[config.mk]
export PLATFORM = sky130hd
export DESIGN_NAME = afe_flag_detect
export DESIGN_NICKNAME = d
export VERILOG_FILES = /design/src/rtl/afe_flag_detect.sv
export SDC_FILE = /design/constraint.sdc
export NUM_CORES = 1
export LEC_CHECK = 0
export BUFFER_PORTS_ARGS = -buffer_cell sky130_fd_sc_hd__buf_2
export CAP_MARGIN = 25
export CORE_MARGIN = 3
export CORE_UTILIZATION = 50
export CTS_CLUSTER_DIAMETER = 150
export DETAILED_ROUTE_END_ITERATION = 12
export PLACE_DENSITY = 0.86
export SYNTH_ARGS = -nofsm -noshare
export SYNTH_HDL_FRONTEND = slang
export SYNTH_SLANG_ARGS = --single-unit
[constraint.sdc]
create_clock -name clk_i -period 5 [get_ports clk_i]
set_input_delay 0.25 -clock clk_i [delete_from_list [all_inputs] [get_ports clk_i]]
set_output_delay 0.25 -clock clk_i [all_outputs]
set_load 0.02 [all_outputs]
[src/rtl/afe_flag_detect.sv]
// rtl/afe_flag_detect.sv - per-channel threshold/debounce flag detector
//
// Purpose: two-stage pipeline that classifies synchronized ADC samples
// against a high/low threshold pair and runs a per-channel debounce FSM
// (IN_RANGE / ABOVE / BELOW), emitting one-cycle flag events.
//
// Ports:
//   clk_i, rst_i          clock, synchronous active-high reset
//   cfg_en_i              detector enable; low flushes all state
//   cfg_ch_mask_i         per-channel monitor enable
//   cfg_thr_hi_i/lo_i     unsigned thresholds (lo <= hi)
//   cfg_debounce_i        consecutive samples required (0 acts as 1)
//   adc_rx_valid_i/data_i synchronized sample stream (chid embedded)
//   flags_valid_o         one-cycle flag event
//   flags_o               bit0 high crossing, bit1 low crossing
//   flags_chid_o          channel that raised the flag
module afe_flag_detect #(
    parameter int ADC_DATA_WIDTH = 32,
    parameter int ADC_NUM_CHS    = 8,
    parameter int CH_ID_LSB      = 28,
    parameter int CH_ID_WIDTH    = 4,
    parameter int SAMPLE_WIDTH   = 16,
    parameter int CNT_WIDTH      = 4,
    parameter int FLAG_WIDTH     = 2
) (
    input  logic                      clk_i,
    input  logic                      rst_i,
    input  logic                      cfg_en_i,
    input  logic [ADC_NUM_CHS-1:0]    cfg_ch_mask_i,
    input  logic [SAMPLE_WIDTH-1:0]   cfg_thr_hi_i,
    input  logic [SAMPLE_WIDTH-1:0]   cfg_thr_lo_i,
    input  logic [CNT_WIDTH-1:0]      cfg_debounce_i,
    input  logic                      adc_rx_valid_i,
    input  logic [ADC_DATA_WIDTH-1:0] adc_rx_data_i,
    output logic                      flags_valid_o,
    output logic [FLAG_WIDTH-1:0]     flags_o,
    output logic [CH_ID_WIDTH-1:0]    flags_chid_o
);

    localparam int IDX_W = (ADC_NUM_CHS > 1) ? $clog2(ADC_NUM_CHS) : 1;

    localparam logic [1:0] ST_IN    = 2'd0;
    localparam logic [1:0] ST_ABOVE = 2'd1;
    localparam logic [1:0] ST_BELOW = 2'd2;

    logic [CH_ID_WIDTH-1:0]  chid;
    logic [SAMPLE_WIDTH-1:0] sample;
    logic                    accept;
    logic                    unused_data;

    assign chid        = adc_rx_data_i[CH_ID_LSB +: CH_ID_WIDTH];
    assign sample      = adc_rx_data_i[SAMPLE_WIDTH-1:0];
    assign unused_data = ^adc_rx_data_i;

    // Stage 1 registers
    logic                   s1_valid_q, s1_valid_d;
    logic [CH_ID_WIDTH-1:0] s1_chid_q,  s1_chid_d;
    logic                   s1_hi_q,    s1_hi_d;
    logic                   s1_lo_q,    s1_lo_d;
    logic [CNT_WIDTH-1:0]   s1_deb_q,   s1_deb_d;

    // Per-channel FSM state
    logic [1:0]           state_q [ADC_NUM_CHS];
    logic [1:0]           state_d [ADC_NUM_CHS];
    logic [CNT_WIDTH-1:0] cnt_q   [ADC_NUM_CHS];
    logic [CNT_WIDTH-1:0] cnt_d   [ADC_NUM_CHS];
    logic                 dir_q   [ADC_NUM_CHS];
    logic                 dir_d   [ADC_NUM_CHS];

    // Outputs
    logic                   flags_valid_q, flags_valid_d;
    logic [FLAG_WIDTH-1:0]  flags_q,       flags_d;
    logic [CH_ID_WIDTH-1:0] flags_chid_q,  flags_chid_d;

    // Stage 1: acceptance filter and threshold classification.
    // Out-of-range chids never match a mask bit, so they are dropped here.
    always_comb begin
        accept = 1'b0;
        for (int i = 0; i < ADC_NUM_CHS; i++) begin
            if (chid == CH_ID_WIDTH'(i) && cfg_ch_mask_i[i]) begin
                accept = 1'b1;
            end
        end
        s1_valid_d = accept & cfg_en_i & adc_rx_valid_i;
        s1_chid_d  = chid;
        s1_hi_d    = sample > cfg_thr_hi_i;
        s1_lo_d    = sample < cfg_thr_lo_i;
        s1_deb_d   = (cfg_debounce_i == '0) ? CNT_WIDTH'(1) : cfg_debounce_i;
    end

    // Stage 2: channel FSM update
    logic [IDX_W-1:0]     idx;
    logic [1:0]           cur;
    logic [1:0]           tgt;
    logic                 up;
    logic [CNT_WIDTH-1:0] cnt_cur;
    logic [CNT_WIDTH-1:0] cnt_inc;
    logic [CNT_WIDTH-1:0] cnt_nxt;

    always_comb begin
        state_d       = state_q;
        cnt_d         = cnt_q;
        dir_d         = dir_q;
        flags_valid_d = 1'b0;
        flags_d       = '0;
        flags_chid_d  = '0;

        idx     = s1_chid_q[IDX_W-1:0];
        cur     = state_q[idx];
        cnt_cur = cnt_q[idx];
        tgt     = s1_hi_q ? ST_ABOVE : (s1_lo_q ? ST_BELOW : ST_IN);
        // Each state has two exit candidates; 'up' marks the higher one
        // (ordering lo < in < hi) so a change of candidate restarts the count.
        up      = (tgt == ST_ABOVE) || (cur == ST_ABOVE && tgt == ST_IN);
        cnt_inc = (cnt_cur == '1) ? cnt_cur : cnt_cur + 1'b1;
        cnt_nxt = (cnt_cur != '0 && dir_q[idx] != up) ? CNT_WIDTH'(1) : cnt_inc;

        if (s1_valid_q) begin
            if (tgt == cur) begin
                cnt_d[idx] = '0;
            end else if (cnt_nxt >= s1_deb_q) begin
                // >= so a debounce lowered mid-count still terminates
                state_d[idx] = tgt;
                cnt_d[idx]   = '0;
                if (tgt != ST_IN) begin
                    flags_valid_d = 1'b1;
                    flags_d       = (tgt == ST_ABOVE) ? FLAG_WIDTH'(1) : FLAG_WIDTH'(2);
                    flags_chid_d  = s1_chid_q;
                end
            end else begin
                cnt_d[idx] = cnt_nxt;
                dir_d[idx] = up;
            end
        end
    end

    // Disable acts exactly like reset, including the in-flight stage-1 sample.
    always_ff @(posedge clk_i) begin
        if (rst_i || !cfg_en_i) begin
            s1_valid_q    <= 1'b0;
            s1_chid_q     <= '0;
            s1_hi_q       <= 1'b0;
            s1_lo_q       <= 1'b0;
            s1_deb_q      <= CNT_WIDTH'(1);
            flags_valid_q <= 1'b0;
            flags_q       <= '0;
            flags_chid_q  <= '0;
            for (int i = 0; i < ADC_NUM_CHS; i++) begin
                state_q[i] <= ST_IN;
                cnt_q[i]   <= '0;
                dir_q[i]   <= 1'b0;
            end
        end else begin
            s1_valid_q    <= s1_valid_d;
            s1_chid_q     <= s1_chid_d;
            s1_hi_q       <= s1_hi_d;
            s1_lo_q       <= s1_lo_d;
            s1_deb_q      <= s1_deb_d;
            flags_valid_q <= flags_valid_d;
            flags_q       <= flags_d;
            flags_chid_q  <= flags_chid_d;
            state_q       <= state_d;
            cnt_q         <= cnt_d;
            dir_q         <= dir_d;
        end
    end

    assign flags_valid_o = flags_valid_q;
    assign flags_o       = flags_q;
    assign flags_chid_o  = flags_chid_q;

endmodule

==> impl_metrics.tcl <==
set metrics [dict create \
    run_status "completed" \
    vias_in_the_first_global_route 4095 \
    grt_first_pass_wirelength_um 18890 \
    final_number_of_max_transition_violations 0 \
    grt_start_max_net_pins 54 \
    cts.clk_slew.worst_paths_ps 80 \
    grt.overflow.total 0 \
    reg2reg_to "cnt_q[25]$_SDFFE_PP0P_" \
    multi_input_comb_area_um2 2694 \
    post_synth_top_area_share 0.3295 \
    yosys_most_used_dff "dfxtp_1" \
    cp_max_fo 15 \
    post_synth_instance_area_um2 4496 \
    number_of_violations_reported_at_the_end_of_detailed_routing_iteration_0 377 \
    powerDensity_nw_per_um2 265.3 \
    route.detailed.drc 0 \
    clk_path_buf_depth 2 \
    core_area_um2 8464 \
    synthArstFlopShare 0 \
    timing.max_slew.rel_slack 0.3879 \
    hold_viol 0 \
    hold_path_start "adc_rx_data_i[31]" \
    die_h_um 100.8 \
    cap_violations 0 \
    syn2layout_area_growth_pct 17.39 \
    post_synth_num_cell_types 58 \
    postCtsSetupRepairBufs 0 \
    drt-pass1-iter-count 5 \
    startpoint_type "register" \
    initial_utilization 0.5311 \
    port-buffer-count 74 \
    achievable-frequency_mhz 214.7 \
    total_leakage_power_nw 2.285 \
    fillCellCount 688 \
    synth-seq-cells 74 \
    ys_top_cells_by_area "dfxtp_1 33%, ha_1 10%, mux2i_1 4.2%" \
    postSynthAreaPerCell_um2 8.695 \
    rr_startpoint "s1_chid_q[1]$_SDFF_PP0_" \
    total_power_mw 1.400 \
    routability_congestion_estimate 0.8531 \
    setup.worst_path.class "register to register" \
    reg2reg_slack_ps 340 \
    endpoint_kind "register" \
    ant_nets 0 \
    placement_rows 33 \
    antenna-diode-count 0 \
    grt_setup_unrepaired "no" \
    yosysWarningCount 0 \
    ctsHtreeMaxLevel 3 \
    final.min_clock_period_ps 4658 \
    fin_skew_ps 7.916 \
    count_of_flip_flops_with_a_built_in_enable_after_synthesis 0 \
    worstRegToRegCells 15 \
    final_layout_size_suffix_gt1_frac 0.2525 \
    final.period_utilization 0.9317 \
    cts-buffers-inserted 9 \
    hold_path_class "input port to register" \
    tritoncts "done" \
    origin_of_the_worst_setup_path "s1_chid_q[1]$_SDFF_PP0_" \
    finalNetCount 702 \
    total_via_count_in_the_routed_design 4223 \
    synth_nets 634 \
    area.sequential_um2 1485 \
    setup_viol_count_final 0 \
    postSynthCellCount 517 \
    cts_root_buf "clkbuf_8" \
    num_io_pins 87 \
    timing.critical_path.arrival_ps 4940 \
    drt_wl_total_um 11450 \
    floorplan.die.width_um 100.8 \
    hold-path-cell-count 2 \
    synth.cells.most_frequent "74 x dfxtp_1, 46 x inv_1, 37 x ha_1, 36 x nand3_1, 31 x clkbuf_1" \
    clock_latency_ps 360 \
    cp.required_ps 5280 \
    worst_slew_pin_slew_ps 909.8 \
    hpwl_um 8292 \
    fp.dieArea_um2 10160 \
    synth.yosys.seq_area_share 0.3295 \
    yosysMostFrequentCell "dfxtp_1" \
    routedWlPerCell_um 16.47 \
    synth_top_cell_by_area "dfxtp_1" \
    fin_setup_tns_ps 0 \
    antenna_violations_before_repair 0 \
    hold_path_end "s1_valid_q$_SDFF_PP0_" \
    ir_worst_vdd_uv 179.7 \
    via_count_normalized_by_instance_count 6.076 \
    gr-usage-all-layers 0.2322 \
    clkSinkCount 74 \
]
==> how the worst max path moves through the flow <==
stage / cells after the start / end / slack [ps]
2_1_floorplan: 23 / cnt_q[1]$_SDFFE_PP0P_ / 120
3_3_place_gp: 18 / cnt_q[9]$_SDFFE_PP0P_ / 340
3_5_place_dp: 18 / cnt_q[25]$_SDFFE_PP0P_ / 150
4_1_cts: 18 / cnt_q[25]$_SDFFE_PP0P_ / 160
5_1_grt: 18 / cnt_q[25]$_SDFFE_PP0P_ / 6
6_report: 15 / cnt_q[25]$_SDFFE_PP0P_ / 340
==> report_power, final <==
group	internal [mW]	switching (mW)
Clock	0.395	0.223
Sequential	0.593	0.00791
Combinational	0.0798	0.101
==> critical path, stage by stage, from the launching register on <==
cell,delay (ps)
dfxtp_2,550
mux2_2,390
a221oi_2,300
a2bb2oi_2,300
a31o_1,280
mux2i_1,240
or2_2,260
inv_1,80
ha_1,270
nand2b_1,140
a21o_1,170
a21o_1,170
a21o_1,210
or3b_1,370
or4b_1,640
o21ai_1,210
==> cell usage in the layout, fill, tap and decap left out, types with 6 or more instances in the layout <==
cell type,count
a21o_1,12
a21oi_1,17
a32o_1,8
and2_1,12
buf_2,74
buf_4,21
clkbuf_8,10
dfxtp_1,71
ha_1,37
inv_1,46
mux2_2,7
mux2i_1,19
nand2_1,28
nand3_1,36
nand4_1,7
nor2_1,18
nor2b_1,7
nor3_1,21
o21ai_0,8
o21ai_1,9
o21ba_2,8
o31ai_1,21
o41ai_1,8
or4b_2,6
==> repair_timing <==
item                                    in CTS  in global routing
gates resized for setup                      0                  3
hold endpoints to repair                     0                  0
endpoints found under the setup margin       0                 29
hold buffers                                 0                  0
==> per-layer routing <==
metal	vias up	part of all wire	GRT usage
met2	208	0.47	0.3914
met4	0	0.019	0.08601
met5	-	0	0
met3	26	0.084	0.04775
met1	1959	0.42	0.2916
li1	2030	-	-
==> state kept, by name (all words and copies together), names as in the netlist, 2 cells and up <==
register	flops
cnt_q	32
dir_q	8
flags_chid_o	4
flags_o	2
s1_chid_q	4
s1_deb_q	4
state_q	16
==> cells by family (layout without fill, tap and decap cells) <==
| family | Yosys count | in the layout | share of synthesized area |
|---|---|---|---|
| AOI/OAI and AO/OA | 127 | 127 | 0.2171 |
| and+or+nand+nor | 163 | 163 | 0.1968 |
| muxes | 31 | 31 | 0.07988 |
| buffers and inverters | 84 | 157 | 0.07180 |
| DFF | 74 | 74 | 0.3295 |
| adders and majority gates | 37 | 37 | 0.1030 |
| xor gates and xnor gates | 1 | 1 | 0.001949 |
==> cell type report <==
class	instances	area share
multi-input cells	359	0.5104
flip-flops and latches	74	0.2814
repair buffers	95	0.1000
inverters	46	0.03272
clock buffers	11	0.02679
well taps	105	0.02489
clock inverters	5	0.02371
==> metrics by stage <==
stage               area [µm²]  hold slack, ps  utilization  cells  setup WS (ps)
floorplan                 4496           326.7            -    517          120.8
global placement          5007           412.9       0.5916    679          335.6
detailed placement        5007           420.0       0.5916    679          145.9
CTS                       5274           62.76       0.6231    695          163.1
global route              5278           74.38       0.6235    695          5.797
finish                    5278           70.75       0.6235    695          341.5
Note: power is estimated with default switching activity, not from simulation.
